===== src/rtl/pipe_pkg.sv =====
// Shared constants for the inter-stage pipeline registers of the 5-stage core.
// Each stage's bubble carries a canonical NOP in the low instruction word.
package pipe_pkg;

    localparam logic [31:0] RV_NOP = 32'h0000_0013;

    localparam int IF_ID_W  = 96;
    localparam int ID_EX_W  = 160;
    localparam int EX_MEM_W = 128;
    localparam int MEM_WB_W = 104;

    localparam logic [IF_ID_W-1:0]  IF_ID_BUBBLE  = {64'b0, RV_NOP};
    localparam logic [ID_EX_W-1:0]  ID_EX_BUBBLE  = {{(ID_EX_W-32){1'b0}}, RV_NOP};
    localparam logic [EX_MEM_W-1:0] EX_MEM_BUBBLE = {{(EX_MEM_W-32){1'b0}}, RV_NOP};
    localparam logic [MEM_WB_W-1:0] MEM_WB_BUBBLE = {{(MEM_WB_W-32){1'b0}}, RV_NOP};

endpackage


===== src/rtl/pipe_slot.sv =====
// Single valid+data holding register with load and clear.
// Latency: load visible next cycle. Backpressure: none, the parent decides when to load.
// Clear and reset both drop the valid bit and return the data to BUBBLE_VAL.
module pipe_slot
    import pipe_pkg::*;
#(
    parameter int                 DATA_W     = IF_ID_W,
    parameter logic [DATA_W-1:0]  BUBBLE_VAL = '0
) (
    input  logic              clk,
    input  logic              rst,
    input  logic              clr_i,
    input  logic              load_i,
    input  logic [DATA_W-1:0] data_i,
    output logic              vld_o,
    output logic [DATA_W-1:0] data_o
);

    logic              vld_q, vld_d;
    logic [DATA_W-1:0] data_q, data_d;

    always_comb begin
        vld_d  = vld_q;
        data_d = data_q;
        if (clr_i) begin
            vld_d  = 1'b0;
            data_d = BUBBLE_VAL;
        end else if (load_i) begin
            vld_d  = 1'b1;
            data_d = data_i;
        end
    end

    always_ff @(posedge clk) begin
        if (rst) begin
            vld_q  <= 1'b0;
            data_q <= BUBBLE_VAL;
        end else begin
            vld_q  <= vld_d;
            data_q <= data_d;
        end
    end

    assign vld_o  = vld_q;
    assign data_o = data_q;

endmodule


===== src/rtl/pipe_stage_reg.sv =====
// Inter-stage pipeline register with valid/ready handshake, optional skid entry and bubble output.
// Latency: 1 cycle push-to-output. Backpressure: SKID=1 absorbs one extra word and drives a
// registered in_ready; SKID=0 passes out_ready combinationally to in_ready.
module pipe_stage_reg
    import pipe_pkg::*;
#(
    parameter int                 DATA_W     = IF_ID_W,
    parameter logic [DATA_W-1:0]  BUBBLE_VAL = '0,
    parameter bit                 SKID       = 1'b1
) (
    input  logic              clk,
    input  logic              rst,
    input  logic              flush,
    input  logic              in_valid,
    output logic              in_ready,
    input  logic [DATA_W-1:0] in_data,
    output logic              out_valid,
    input  logic              out_ready,
    output logic [DATA_W-1:0] out_data,
    output logic [1:0]        occupancy
);

    logic              main_v, skid_v;
    logic [DATA_W-1:0] main_d, skid_d;
    logic              push, pop;
    logic              main_clr, main_ld, skid_clr, skid_ld;
    logic [DATA_W-1:0] main_din;

    assign push = in_valid && in_ready;
    assign pop  = main_v && out_ready;

    always_comb begin
        main_clr = 1'b0;
        main_ld  = 1'b0;
        skid_clr = 1'b0;
        skid_ld  = 1'b0;
        main_din = in_data;
        if (flush) begin
            main_clr = 1'b1;
            skid_clr = 1'b1;
        end else if (SKID) begin
            // Skid is always the younger word, so it refills main before any new push.
            if (skid_v && pop) begin
                main_ld  = 1'b1;
                main_din = skid_d;
                skid_clr = 1'b1;
            end else if (!main_v || pop) begin
                main_ld  = push;
                main_clr = !push;
            end else if (push) begin
                skid_ld = 1'b1;
            end
        end else begin
            main_ld  = push;
            main_clr = pop && !push;
        end
    end

    pipe_slot #(.DATA_W(DATA_W), .BUBBLE_VAL(BUBBLE_VAL)) u_main (
        .clk    (clk),
        .rst    (rst),
        .clr_i  (main_clr),
        .load_i (main_ld),
        .data_i (main_din),
        .vld_o  (main_v),
        .data_o (main_d)
    );

    generate
        if (SKID) begin : g_skid
            logic in_rdy_q, skid_v_nxt;

            pipe_slot #(.DATA_W(DATA_W), .BUBBLE_VAL(BUBBLE_VAL)) u_skid (
                .clk    (clk),
                .rst    (rst),
                .clr_i  (skid_clr),
                .load_i (skid_ld),
                .data_i (in_data),
                .vld_o  (skid_v),
                .data_o (skid_d)
            );

            // Ready is a flop of the skid's next valid, so no ready-to-ready comb path exists.
            assign skid_v_nxt = skid_clr ? 1'b0 : (skid_ld ? 1'b1 : skid_v);

            always_ff @(posedge clk) begin
                if (rst) begin
                    in_rdy_q <= 1'b1;
                end else begin
                    in_rdy_q <= !skid_v_nxt;
                end
            end

            assign in_ready = in_rdy_q;
        end else begin : g_noskid
            assign skid_v   = 1'b0;
            assign skid_d   = BUBBLE_VAL;
            assign in_ready = !main_v || out_ready;
        end
    endgenerate

    assign out_valid = main_v;
    assign out_data  = main_v ? main_d : BUBBLE_VAL;
    assign occupancy = {1'b0, main_v} + {1'b0, skid_v};

endmodule


===== config.mk =====
export PLATFORM = sky130hd
export DESIGN_NAME = pipe_stage_reg
export DESIGN_NICKNAME = d
export VERILOG_FILES = /design/src/rtl/pipe_pkg.sv /design/src/rtl/pipe_slot.sv /design/src/rtl/pipe_stage_reg.sv
export SDC_FILE = /design/constraint.sdc
export NUM_CORES = 1
export LEC_CHECK = 0
export ABC_AREA = 0
export ABC_CLOCK_PERIOD_IN_PS = 2900
export CORE_MARGIN = 10
export CORE_UTILIZATION = 40
export DETAILED_ROUTE_END_ITERATION = 12
export MAX_ROUTING_LAYER = met4
export PLACE_DENSITY = 0.74
export SYNTH_ARGS = -nofsm -noshare
export SYNTH_HDL_FRONTEND = slang
export SYNTH_HIERARCHICAL = 1
export SYNTH_SLANG_ARGS = --single-unit

===== constraint.sdc =====
create_clock -name clk -period 2.9 [get_ports clk]
set_clock_uncertainty 0.05 [all_clocks]
set_input_delay 0.435 -clock clk [delete_from_list [all_inputs] [get_ports clk]]
set_output_delay 0.435 -clock clk [all_outputs]
set_load 0.01 [all_outputs]

== Word-level counts from Yosys, hierarchy flattened ==
Cells that the tools add are included.

* Flip-flop bits (word level): 195
* Output and inout port bits: 100
* Bits in read-only memories: 0
* Bits in writable memories: 0
* Input bits: 101
* Word-level logic and storage cells: 32
* Memories kept: 0
* Bits in latches: 0

* Shifts and indexed selects: 0
* $mul: 0
* Bitwise gates (word level): 0
* Muxes and demuxes: 17
* Eq/ne operators: 0
* Reduce and logical (&&, ||, !) cells: 9
* Div/mod/pow operators: 0
* $lt $le $gt $ge: 0
* Add/sub/neg operators: 1

{| class="wikitable"
|+ Operators by type and width
! cell !! count
|-
| $mux W96 || 3
|-
| $mux W1 || 14
|-
| $reduce_or A2 Y1 || 2
|-
| $logic_and A1 B1 Y1 || 3
|-
| $logic_not A1 Y1 || 3
|-
| $add A1 B1 Y2 || 1
|-
| $logic_or A1 B1 Y1 || 1
|}

== Longest topological paths before layout ==
Gate-level depths: netlist of the first run.

* Word-level depth: 8
* Mapped depth: 8
* Depth with buffers taken out: 5

== Cells and area by module ==
Netlist of the first run, hierarchy kept.

{| class="wikitable"
|+ Modules (own cells, without submodules)
! module !! times used !! sequential area each (um^2) !! cells an instance !! area each (um^2)
|-
| pipe_slot || 2 || 1,941.9 || 314 || 3,438.3
|-
| pipe_stage_reg || 1 || 20.0 || 228 || 2,113.3
|}

== Worst setup path before layout of the first run ==
Ideal clock, no wire load.

* Kind: register to register
* From: register u_main.vld_q, in the netlist u_main/vld_o
* To: register u_main.data_q[64], in the netlist u_main/data_o[64]
* Required time: 2.736 ns
* Period minus slack after synthesis: 1.858 ns
* Cell stages (with the launch flop): 9
* Arrival time: 1.693 ns
* Buffers on the path: 4
* Setup slack: 1.042 ns
* Library setup time: 0.114 ns
* Cell sequence: dfxtp_1 clkbuf_1 nand2_1 a221oi_1 buf_4 buf_6 buf_6 mux2i_1 nor2_1

* Elaborated cells between the ends (all ways): 13
* Classes of those cells: 8 x mux; 5 x reduce/logical

{| class="wikitable"
|+ RTL lines
! item !! line !! text
|-
| start: declaration || pipe_slot.sv:19 || <nowiki>logic vld_q, vld_d;</nowiki>
|-
| start signal: assignment || pipe_slot.sv:39 || <nowiki>vld_q <= vld_d;</nowiki>
|-
| $logic_not A1 Y1 / $logic_and A1 B1 Y1 (equally long branches) || pipe_stage_reg.sv:47, pipe_stage_reg.sv:30 ||
|-
| $logic_or A1 B1 Y1 || pipe_stage_reg.sv:47 || <nowiki>end else if (!main_v || pop) begin</nowiki>
|-
| $mux W1 || pipe_stage_reg.sv:47 ||
|-
| $mux W1 * || pipe_stage_reg.sv:43 || <nowiki>if (skid_v && pop) begin</nowiki>
|-
| $mux W1 * || pipe_stage_reg.sv:38 || <nowiki>if (flush) begin</nowiki>
|-
| net main_ld || pipe_stage_reg.sv:26 || <nowiki>logic main_clr, main_ld, skid_clr, skid_ld;</nowiki>
|-
| end signal: assignment || pipe_slot.sv:40 || <nowiki>data_q <= data_d;</nowiki>
|-
| end: declaration || pipe_slot.sv:20 || <nowiki>logic [DATA_W-1:0] data_q, data_d;</nowiki>
|}

Mark *: on every way through the listed nets, which the timed path passes. The rest lies on a longest branch.
A chain may end at the register's enable or synchronous reset.

== Worst setup path in the final report of the first run ==
* From: register u_main.vld_q, in the netlist u_main/vld_o
* To: output occupancy[0]

* Cells in the longest elaborated chain, start to end: 1

{| class="wikitable"
|+ RTL lines
! item !! line !! text
|-
| $add A1 B1 Y2 || pipe_stage_reg.sv:104 || <nowiki>assign occupancy = {1'b0, main_v} + {1'b0, skid_v};</nowiki>
|-
| end: declaration || pipe_stage_reg.sv:20 || <nowiki>output logic [1:0] occupancy</nowiki>
|}

Every way passes these cells.

==> impl_results.md, run 1 <==
- Clock insertion delay at the later pin of the skew report: 0.42 ns
- Register area share after synthesis: 43.4%
- CP Max Fanout: 32
- Final Setup Violations: 0
- WL/cell: 16.6 microns
- HPWL after DPL: 14,800 microns
- Core Area: 22,000 sq um
- CTS tree: yes
- Fin crit period: 2.50 ns
- Final hold vios: 0
- Post-CTS Setup Bufs: 0
- Placed cell count: 1,288
- Crit path cell chain: buf_4 -> ha_1 -> clkdlybuf4s50_1
- Clock sink count: 195
- Synth Flop Type: dfxtp_1
- # hold bufs at CTS: 0
- Cells after synthesis: 856
- Most frequent cells in the layout: clkdlybuf4s50_1, nor2_1, dfxtp_1, mux2i_1, and2_1
- Max frequency: 400 MHz
- PD cells: 473 nW/um^2
- Share of cells above drive strength 1: 14.6%
- Relative slew margins: 59.2%
- Worst Setup End Kind: output port
- Total chip power: 5.57 mW
- Setup TNS: 0 ns
- Drt first pass iters: 4
- Routed wire length: 21,900 microns
- Max cap viols: 0
- Final period util: 86.2%
- Die X: 170 microns
- Worst Reg-to-Reg Cells: 6
- First-pass GRT wire length: 35,100 microns
- Most common cell after layout, fill and taps aside: clkdlybuf4s50_1
- Area Growth Syn to Fin: 30.8%
- Post-route ant nets: 0
- # rows: 54
- H-tree levels: 4
- Crit Path Category: reg2out
- Post-Syn Nets: 958
- Die area: 28,900 sq um
- Vias: 6,338
- Final nets: 1,129
- RSZ-0062 raised after global routing: no
- Startpoint types: flop
- Synthesis warning total: 6
- CP max stage delay: 0.49 ns
- Clk root buf: clkbuf_16
- Hold_sp: u_main/data_o[55]
- Grt ovf: 0
- Min-Delay Path Class: reg2reg
- Port bufs: 200
- # IOs: 201
- Post-Syn Area: 8990 sq um
- Clk buf depth: 2
- Reg2reg end: u_main/data_o[50]
- Async SR Flop Fraction: 0%
- Overall die height: 170 microns
- Hold endpoint: u_main/data_o[55]
- Status: finished clean
- Number of global-route vias before repair: 6,560
- Pleak: 4.28 nW
- Library cells used by synthesis: 24
- R2R Setup Slk: 0.93 ns
- Yosys reg bits: 195
- Final GP Congestion: 0.767
- Final Hold Slack: 0.436 ns
- TritonCTS buffer count: 17
- Final instance area: 11,800 sq um
- EDFF count, synth: 0
- CP max-delay cell: dfxtp_2
- DRC Markers: 0
- Total global-route track usage: 15.5%
- # resized after CTS: 0
- Pin count of the biggest net entering global routing: 55
- Vias per inst: 4.80
- Initial Util: 40.9%
- Detailed Route Iter0 Violations: 267
- WHS Path Cells: 2
- Final std cells w/o fill: 1,320
- Reg-to-reg startpoint: u_main/vld_o
- Slew Viols, Final: 0
- Clk slew on worst S/H paths: 0.07 ns
- Critical Path RT: 2.41 ns
- Worst vdd ir: 0.000317 V
- Critical Path AT: 2.01 ns
- Synth Area per Inst: 10.5 sq um
- Initial antenna violation count: 0
- Least-Margin Pin Slew: 0.613 ns
- Antenna fix cells: 0
- Area after DPL: 11,200 sq um
[synthesized netlist by cell type (2+ instances only)]
master	instances	area share (%)
mux2_4	40	6.7
mux2_2	56	7.0
clkbuf_1	23	0.96
buf_12	4	0.89
nor2_1	196	8.2
or2_1	3	0.21
buf_4	2	0.17
and2_1	96	6.7
buf_6	19	2.4
dfxtp_1	195	43
mux2i_1	192	21
buf_2	17	0.95
nand2_1	2	0.084
[worst max-delay path, delay by kind of cell, from the launching register on]
kind | cells | cell delay (ns)
adder cells (fa/ha/maj) | 1 | 0.28
buffers and inverters | 2 | 0.82
flip-flops | 1 | 0.49
[power by group]
part           total, mW  leakage (nW)  internal, mW  switching, mW
sequential          2.70          1.57          2.69        0.00928
combinational      0.444          2.40         0.265          0.179
clock               2.42         0.299          1.25           1.17
[through the flow]
| step | worst slack [ns] | utilization, % |
|---|---|---|
| after floorplan | 1.04 | - |
| after global placement | 0.389 | 50.8 |
| after detailed placement | 0.327 | 50.8 |
| after CTS | 0.347 | 53.6 |
| after global routing | 0.261 | 53.6 |
| final | 0.402 | 53.6 |
[cells by family after synthesis]
family	after synthesis	share of synthesized area (%)
AOI/OAI and AO/OA	5	0.431
adders and majority gates	1	0.139
buffers and inverters	67	5.55
DFF	195	43.4
muxes	288	35.1
and+or+nand+nor	300	15.4
[metal layers]
layer  up-vias  share of wire (%)  global-route usage (%)
li1       3183                  -                       -
met1      2998                 47                    18.8
met2       134                 47                    24.8
met3        23                4.8                    4.07
met4         0                1.8                    4.73
met5         -                  0                       -
[cell type report]
class	instances	area, sq um
repair buffers	218	2270
well taps	280	350
multi-input cells	594	4620
inverters	1	3.75
flip-flops and latches	195	3910
clock buffers	17	425
clock inverters	15	185
fillers	1945	10200
[state kept, by name, indices dropped and copies added (netlist names)]
register              cells
g_skid.u_skid/data_o     96
g_skid.u_skid/vld_o       1
in_ready                  1
u_main/data_o            96
u_main/vld_o              1
[worst max path at each step]
| stage | startpoint | cells past startpoint | end | slack, ns |
|---|---|---|---|---|
| CTS | u_main/vld_o | 3 | occupancy[0] | 0.35 |
| detailed placement | flush | 6 | u_main/data_o[32] | 0.33 |
| global placement | flush | 6 | u_main/data_o[43] | 0.39 |
| finish | u_main/vld_o | 3 | occupancy[0] | 0.40 |
| global route | u_main/vld_o | 3 | occupancy[0] | 0.26 |
| floorplan | u_main/vld_o | 8 | u_main/data_o[64] | 1.04 |
Power figures use the tool's default switching activity.
==> inputs of run 2 (changes only) <==
--- a/config.mk
+++ b/config.mk
@@ -6,12 +6,12 @@
 export NUM_CORES = 1
 export LEC_CHECK = 0
 export ABC_AREA = 0
-export ABC_CLOCK_PERIOD_IN_PS = 2900
+export ABC_CLOCK_PERIOD_IN_PS = 3000
 export CORE_MARGIN = 10
 export CORE_UTILIZATION = 40
 export DETAILED_ROUTE_END_ITERATION = 12
 export MAX_ROUTING_LAYER = met4
-export PLACE_DENSITY = 0.74
+export PLACE_DENSITY_LB_ADDON = 0.08
 export SYNTH_ARGS = -nofsm -noshare
 export SYNTH_HDL_FRONTEND = slang
 export SYNTH_HIERARCHICAL = 1
==> constraint.sdc (replaced) <==
create_clock -name clk -period 3 [get_ports clk]
set_clock_uncertainty 0.05 [all_clocks]
set_input_delay 0.45 -clock clk [delete_from_list [all_inputs] [get_ports clk]]
set_output_delay 0.45 -clock clk [all_outputs]
set_load 0.01 [all_outputs]
==> run 2 against run 1 <==
  * Clock-buffer cell count grew 2
  * Sequential power shrank 3%
  * Clock power shrank 9.1%
  * Setup slack lost 0.18 ns
  * Register-to-register slack lost 0.25 ns
  * Flip-flop and latch count is the same
  * Via count grew 0.41%
  * Hold slack is essentially flat
  * Combinational power shrank 2%
  * Design area shrank 0.16%
  * Die area is the same
  * Core utilization shrank 0.085 points
  * Critical endpoint is now out_data[19]
  * Largest cell class unchanged
  * Largest power group unchanged
  * Highest routed layer unchanged
==> impl_results.md, run 2 (synthesis results as in run 1) <==
- Grt ovf: 0 (unchanged)
- CTS tree: yes
- Number of global-route vias before repair: 6,718 (+2.4%)
- Setup TNS: 0 ns (unchanged)
- Cell-internal power: 3.98 mW (-5.4%)
- Crit path cell chain: buf_4 -> and2_1 -> clkdlybuf4s50_1
- Routed wire length: 22,700 microns (+3.6%)
- Initial Util: 40.9% (unchanged)
- Total chip power: 5.24 mW (-5.8%)
- Fin crit period: 2.77 ns
- Clock Power Share: 41.9% (-1.6 points)
- Final hold vios: 0 (unchanged)
- Final nets: 1,136 (+0.62%)
- Initial antenna violation count: 2 (+2)
- # rows: 54 (unchanged)
- CP Max Fanout: 30 (-6.3%)
- # hold bufs at CTS: 0 (unchanged)
- R2R Setup Slk: 0.68 ns (-0.25 ns)
- FILL cells: 2,004 (+3.0%)
- # IOs: 201 (unchanged)
- Relative slew margins: 59.2% (about the same)
- RSZ-0062 raised after global routing: no
- Final GP Congestion: 0.733 (-4.4%)
- Min-Delay Path Class: reg2reg
- Startpoint types: flop
- Most common cell after layout, fill and taps aside: clkdlybuf4s50_1
- Vias: 6,364 (+0.41%)
- Pleak: 4.28 nW (about the same)
- Core Area: 22,000 sq um (unchanged)
- Share of cells above drive strength 1: 15.1% (+0.48 points)
- Overall die height: 170 microns (unchanged)
- CP max-delay cell: dfxtp_2
- Area Growth Syn to Fin: 30.6%
- Critical Path RT: 2.50 ns (+0.09 ns)
- Register Area: 3910 sq um (unchanged)
- Most frequent cells in the layout: clkdlybuf4s50_1, nor2_1, dfxtp_1, mux2i_1, and2_1
- Die area: 28,900 sq um (unchanged)
- Worst Setup End Kind: output port
- Post-layout util: 53.5% (-0.085 points)
- Top Family by Delay on Critical Path: buffers and inverters
- Clk buf depth: 2 (unchanged)
- Die X: 170 microns (unchanged)
- PD cells: 447 nW/um^2 (-5.7%)
- Worst Reg-to-Reg Cells: 5 (-1)
- WL/cell: 17.1 microns (+2.9%)
- Clk slew on worst S/H paths: 0.07 ns (about the same)
- Pin count of the biggest net entering global routing: 53 (-3.6%)
- Worst vdd ir: 0.000335 V (+5.7%)
- Detailed Route Iter0 Violations: 253 (-5.2%)
- WP depth: 3 (unchanged)
- Vias per inst: 4.79 (-0.27%)
- DRC Markers: 0 (unchanged)
- HPWL after DPL: 15,300 microns (+3.8%)
- Clock insertion delay at the later pin of the skew report: 0.43 ns (about the same)
- Status: finished clean
- Slew Viols, Final: 0 (unchanged)
- Gate power share: 8.3% (+0.3 points)
- Drt first pass iters: 4 (unchanged)
- Max frequency: 360 MHz
- Sequential fraction of design power: 49.8% (+1.3 points)
- Net Sw Frac: 24.2% (-0.31 points)
- # resized after CTS: 0 (unchanged)
- CP max stage delay: 0.66 ns (+0.17 ns)
- Least-Margin Pin Slew: 0.613 ns (-0.0000995 ns)
- Clock sink count: 195 (unchanged)
- Final period util: 92.5%
- TritonCTS buffer count: 17 (unchanged)
- H-tree levels: 4 (unchanged)
- Final Setup Violations: 0 (unchanged)
- Clk root buf: clkbuf_16
- Port bufs: 200 (unchanged)
- Post-CTS Setup Bufs: 0 (unchanged)
- Final worst setup slack: 0.226 ns (-0.176 ns)
- Net Sw Power: 1.27 mW (-7.0%)
- Crit Path Category: reg2out
- First-pass GRT wire length: 36,200 microns (+3.2%)
- Area of the multi-input gates: 4620 sq um (unchanged)
- Critical Path AT: 2.27 ns (+0.26 ns)
- Post-route ant nets: 0 (unchanged)
- Pre-CTS setup slack: 0.371 ns (+0.0435 ns)
- WHS Path Cells: 2 (unchanged)
- Final Hold Slack: 0.436 ns (+0.000286 ns)
- Max cap viols: 0 (unchanged)
- Total global-route track usage: 16.0% (+0.48 points)
- CP bufs+invs: 2 (unchanged)
## run 2: cell types whose count changed in the layout (fill, tap and decap cells not counted), sizes merged
cell / delta
buf: +7
bufinv: -1
inv: -2
diode: +2
clkinvlp: +1
clkbuf: +2
## run 2: path summary, 6_finish.rpt
check | startpoint | endpoint
worst max-delay path | u_main/vld_o | out_data[19]
worst min-delay path | u_main/data_o[19] | u_main/data_o[19]
worst max register to register | u_main/vld_o | u_main/data_o[22]
worst min register to register | u_main/data_o[19] | u_main/data_o[19]
## run 2: metal layers
| metal | up-vias | track usage (%) | part of all wire, % |
|---|---|---|---|
| met5 | - | - | 0 |
| met4 | 0 | 4.39 | 1.0 |
| met3 | 18 | 4.47 | 5.6 |
| met2 | 135 | 26.4 | 48 |
| met1 | 3006 | 18.8 | 46 |
| li1 | 3205 | - | - |
## run 2: power groups by stage
stage               Combinational, mW  Sequential [mW]  Clock (mW)
floorplan                       0.238             2.67           0
global placement                0.436             2.67           0
detailed placement              0.438             2.67           0
CTS                             0.440             2.61        2.27
global route                    0.469             2.62        2.36
finish                          0.434             2.61        2.20
## run 2: per-stage QoR
step | cell area (sq um) | instances
5_1_grt | 11700 | 1329
6_report | 11700 | 1329
3_5_place_dp | 11200 | 1295
4_1_cts | 11700 | 1327
3_3_place_gp | 11200 | 1295
2_1_floorplan | 8990 | 856
## run 2: worst min-delay path, cell delays in order (launching register included)
cell,delay [ns]
dfxtp_1,0.32
mux2i_1,0.06
nor2_1,0.07
## run 2: layout make-up
| type | count | share of cell area, % |
|---|---|---|
| Inverter | 1 | 0.0320 |
| Tap cell | 280 | 2.98 |
| Clock buffer | 19 | 3.77 |
| Timing Repair Buffer | 225 | 19.6 |
| Antenna cell | 2 | 0.0426 |
| Multi-Input combinational cell | 594 | 39.3 |
| Sequential cell | 195 | 33.3 |
| Clock inverter | 13 | 0.991 |
